`src/rtl/crc32_pkg.sv`:
```
// -----------------------------------------------------------------------------
// crc32_pkg
// Shared constants and types for the CRC-32/IEEE 802.3 generator and checker.
//   CRC_POLY_REFL : reflected polynomial, processed LSB first
//   CRC_INIT      : register seed at start of every frame
//   CRC_RESIDUE   : register value after a good frame including its FCS
//   CRC_XOROUT    : final XOR applied when the generator emits the FCS
//   crc_err_e     : per-frame status code reported by the checker
//   crc_state_e   : checker frame-tracking states
// Macro: CRC_STRIP_EN (consumed by crc32_checker, not by this package).
// -----------------------------------------------------------------------------
package crc32_pkg;

  localparam logic [31:0] CRC_POLY_REFL = 32'hEDB88320;
  localparam logic [31:0] CRC_INIT      = 32'hFFFFFFFF;
  localparam logic [31:0] CRC_RESIDUE   = 32'hDEBB20E3;
  localparam logic [31:0] CRC_XOROUT    = 32'hFFFFFFFF;

  typedef enum logic [1:0] {
    ERR_NONE  = 2'd0,
    ERR_CRC   = 2'd1,
    ERR_RUNT  = 2'd2,
    ERR_ABORT = 2'd3
  } crc_err_e;

  typedef enum logic {
    ST_IDLE   = 1'b0,
    ST_ACTIVE = 1'b1
  } crc_state_e;

  // Turns a running register into the value transmitted as FCS.
  function automatic logic [31:0] crc_final(input logic [31:0] crcReg);
    return crcReg ^ CRC_XOROUT;
  endfunction

endpackage

```
`src/rtl/crc32_byte_step.sv`:
```
// -----------------------------------------------------------------------------
// crc32_byte_step
// Purely combinational single-byte CRC-32 update, bit-serial LSB first,
// unrolled to 8 bits. Shared by the generator and the checker.
//   crc_i  [31:0] : current CRC register
//   data_i [7:0]  : byte to absorb
//   crc_o  [31:0] : register after absorbing data_i
// -----------------------------------------------------------------------------
module crc32_byte_step
  import crc32_pkg::*;
(
  input  logic [31:0] crc_i,
  input  logic [7:0]  data_i,
  output logic [31:0] crc_o
);

  // Reflected form: XOR the byte into the low end, then shift right eight
  // times, folding the polynomial in whenever a one falls out of bit 0.
  always_comb begin
    crc_o = crc_i ^ {24'h000000, data_i};
    for (int i = 0; i < 8; i++) begin
      crc_o = crc_o[0] ? ((crc_o >> 1) ^ CRC_POLY_REFL) : (crc_o >> 1);
    end
  end

endmodule

```
`config.mk`:
```
export PLATFORM = sky130hd
export DESIGN_NAME = crc32_byte_step
export DESIGN_NICKNAME = d
export VERILOG_FILES = /design/src/rtl/crc32_pkg.sv /design/src/rtl/crc32_byte_step.sv
export SDC_FILE = /design/constraint.sdc
export NUM_CORES = 1
export LEC_CHECK = 0
export ABC_CLOCK_PERIOD_IN_PS = 1700
export CORE_MARGIN = 5
export CORE_UTILIZATION = 48
export DETAILED_ROUTE_END_ITERATION = 7
export DONT_BUFFER_PORTS = 1
export SYNTH_ARGS = -nofsm -noshare
export SYNTH_HDL_FRONTEND = slang
export SYNTH_SLANG_ARGS = --single-unit
export TNS_END_PERCENT = 5
```
`constraint.sdc`:
```
create_clock -name vclk -period 1.7
set_clock_uncertainty 0.05 [all_clocks]
set_input_delay 0.17 -clock vclk [all_inputs]
set_output_delay 0.17 -clock vclk [all_outputs]
set_load 0.01 [all_outputs]
```
== Word-level counts from Yosys, hierarchy flattened ==
Cells that the tools add are included.

* Bitwise logic cells: 9
* Multiplexer cells: 8

{| class="wikitable"
|+ Operators with widths
! kind !! number
|-
| $mux W32 || 8
|-
| $not A13 Y14 || 8
|-
| $xor A32 B8 Y32 || 1
|}

* Output and inout bits: 32
* Word-level logic and storage cells: 17
* Bits of input ports: 40
* Register bits: 0

== Depth between registers and ports, before layout ==
* Word-level depth: 17
* Depth in mapped cells: 3
* Depth with buffers taken out: 3

== Least setup slack after synthesis ==
No wires, ideal clock.

* Path type: input to output
* Start point: input port data_i[4]
* End point: output port crc_o[24]
* Data required time: 1480 ps
* Arrival: 1423 ps
* Stages on the path: 3
* Buffers on the path: 0
* Path slack: 57 ps
* Path through: xnor2_2 xnor3_2 xnor3_4

* Cells in the longest elaborated chain, start to end: 11

{| class="wikitable"
|+ Ends and longest elaborated chain
! element !! line !! source
|-
| start, declared || crc32_byte_step.sv:13 || <nowiki>input logic [7:0] data_i,</nowiki>
|-
| $xor A32 B8 Y32 (*) || crc32_byte_step.sv:20 || <nowiki>crc_o = crc_i ^ {24'h000000, data_i};</nowiki>
|-
| $mux W32 (*) (5 in series) || crc32_byte_step.sv:22 || <nowiki>crc_o = crc_o[0] ? ((crc_o >> 1) ^ CRC_POLY_REFL) : (crc_o >> 1);</nowiki>
|-
| $not A13 Y14 (no line) || -- ||
|-
| $mux W32 (*) (2 in series) || crc32_byte_step.sv:22 ||
|-
| $not A13 Y14 (no line) || -- ||
|-
| $mux W32 (*) || crc32_byte_step.sv:22 ||
|-
| end, declared || crc32_byte_step.sv:14 || <nowiki>output logic [31:0] crc_o</nowiki>
|}

Every way passes the cells marked *; elsewhere a longest branch is shown, timed or not.

== Worst setup path in the final report ==
* Start point: input port data_i[2]
* End point: output port crc_o[24]

* Cells in the longest elaborated chain, start to end: 12

{| class="wikitable"
|+ Ends and longest elaborated chain
! element !! line
|-
| $xor A32 B8 Y32 (*) || crc32_byte_step.sv:20
|-
| $mux W32 (*) (4 in series) || crc32_byte_step.sv:22
|-
| $not A13 Y14 (no line) || --
|-
| $mux W32 (*) || crc32_byte_step.sv:22
|-
| $not A13 Y14 (no line) || --
|-
| $mux W32 (*) (2 in series) || crc32_byte_step.sv:22
|-
| $not A13 Y14 (no line) || --
|-
| $mux W32 (*) || crc32_byte_step.sv:22
|}

Marks and branches as above.

==> run summary <==
status -> finished clean
sequential-to-total area share from yosys stat -> 0%
Least-Margin Pin Slew -> 0.378 ns
fraction of layout cells with a size suffix above 1 -> 34.5%
Setup CP Type -> in2out
worst setup margin -> 0.133 ns
Worst Setup End Kind -> output port
final hold slack -> 0.382 ns
DR WL/cell -> 16.3 um
worst vdd ir -> 576 uV
filler cell count -> 151
FP Rows -> 15
footprint of the multi-input gates -> 921 um2
die area -> 0.00290 mm2
drt via density -> 4.89
worst slack, placed -> 0.119 ns
drt pass-1 iters -> 3
Post-Synth Adder-Cell Area -> 0%
Port Buffers -> 0
Power per Cell Area -> 916 mW/mm2
Worst slew margin -> 74.6%
Slew Limit Fails -> 0
Routed WL -> 1780 um
register area -> 0 um2
Initial Util -> 51.9%
Sw Pwr -> 467 uW
Fmax -> 638 MHz
FF+latch count -> 0
Hold WC Path Type -> in2out
Placer Congestion -> 0.655
proportion of power drawn by combinational gates -> 100.0%
DRC viols -> 0
antenna-violating nets left -> 0
largest net degree at the start of global routing -> 7
maxcap violations -> 0
Worst EP required -> 1.48 ns
Critical Path AT -> 1.35 ns
diode count -> 0
Total GRT Usage -> 12.1%
antenna violations before repair -> 0
first-pass GRT wire length -> 2640 um
switching share of power -> 47.1%
Yosys warnings -> 0
Sequential Power Share -> 0%
IO Pins -> 72
RSZ-0062 raised after global routing -> false
routed via count -> 533
Synth Area in Compound Gates -> 0%
syn_area_per_cell -> 13.8 um2
Syn-to-layout area delta -> 17.2%
Cells after Synth -> 67
P_int -> 525 uW
final setup vio count -> 0
fin crit period -> 1.57 ns
unique cell type count in the Yosys netlist -> 10
final period utilization -> 92.2%
CP startpoint kind -> input port
mux cell area share after synthesis -> 0%
Setup TNS -> 0 ns
gr ovfl total -> 0
number of cells upsized or downsized after cts -> 0
synthesized cell area -> 925 um2
main combinational cell family by area after synthesis -> XOR/XNOR gates
fin nets -> 126
Syn Nets -> 107
Post-CTS Repair Setup Buffers -> 0
number of global-route vias before repair -> 584
CTS Hold Buffers Added -> 0
initial DRC count -> 5
hpwl dp -> 1660 um
die width -> 53.9 um
Leak Pwr -> 0.527 nW
fraction of synthesized cell area in xor and xnor cells -> 99.6%
Final Hold Viols -> 0
core box area -> 0.00178 mm2
clock buffer count -> 0
Max FO, Critical Path -> 3
Die Y -> 53.9 um
clock share of power -> 0%
Synth Area in Simple Gates -> 0%
==> worst paths after layout <==
path | from | endpoint | slack, ns | cells after the start
max | data_i[2] | crc_o[24] | 0.13 | 3
min | crc_i[8] | crc_o[0] | 0.38 | 1
==> routing by layer <==
metal	up-vias	wire length [um]	track usage, %	part of all wire (%)
met2	38	952	23.6	54
met5	-	0	0	0
met3	0	183	1.66	10
li1	250	-	-	-
met4	0	0	0	0
met1	245	643	14.6	36
==> cell usage after synthesis (all sizes together) <==
| master | count | area share [%] |
|---|---|---|
| inv | 1 | 0.41 |
| xor3 | 5 | 13 |
| xor2 | 11 | 12 |
| xnor2 | 38 | 45 |
| xnor3 | 12 | 30 |
==> critical path, stage by stage <==
cell	delay, ns
xor2_1	0.19
xnor3_2	0.51
xnor3_4	0.47
==> logic make-up after synthesis <==
kind of cell and count (synthesis):
xor+xnor 66, buf+inv 1
==> through the flow <==
| stage | power (mW) | utilization (%) | instance area [um2] | cells |
|---|---|---|---|---|
| floorplan | 0.843 | - | 925 | 67 |
| global placement | 1.01 | 60.8 | 1080 | 109 |
| detailed placement | 1.01 | 60.8 | 1080 | 109 |
| CTS | 1.01 | 60.8 | 1080 | 109 |
| global route | 1.06 | 60.8 | 1080 | 109 |
| finish | 0.992 | 60.8 | 1080 | 109 |
==> power by group through the flow <==
stage          logic (mW)  registers, mW  clock network [mW]
2_1_floorplan       0.843              0                   0
3_3_place_gp         1.01              0                   0
3_5_place_dp         1.01              0                   0
4_1_cts              1.01              0                   0
5_1_grt              1.06              0                   0
6_report            0.992              0                   0
==> area by class of cell <==
type / instances / share of cell area, %
multi-input cells: 66 / 85.0
inverters: 1 / 0.346
well taps: 25 / 2.89
repair buffers: 17 / 11.8
==> cell usage in the layout, fill, tap and decap left out <==
| cell type | netlist | final |
|---|---|---|
| xor2_2 | 2 | 2 |
| xnor2_1 | 30 | 30 |
| xnor3_4 | 1 | 1 |
| xor2_1 | 9 | 9 |
| xnor3_1 | 10 | 10 |
| xnor2_4 | 2 | 2 |
| xnor3_2 | 1 | 1 |
| buf_4 | 0 | 17 |
| xor3_1 | 5 | 5 |
| inv_1 | 1 | 1 |
| xnor2_2 | 6 | 6 |
Power figures use the tool's default switching activity.
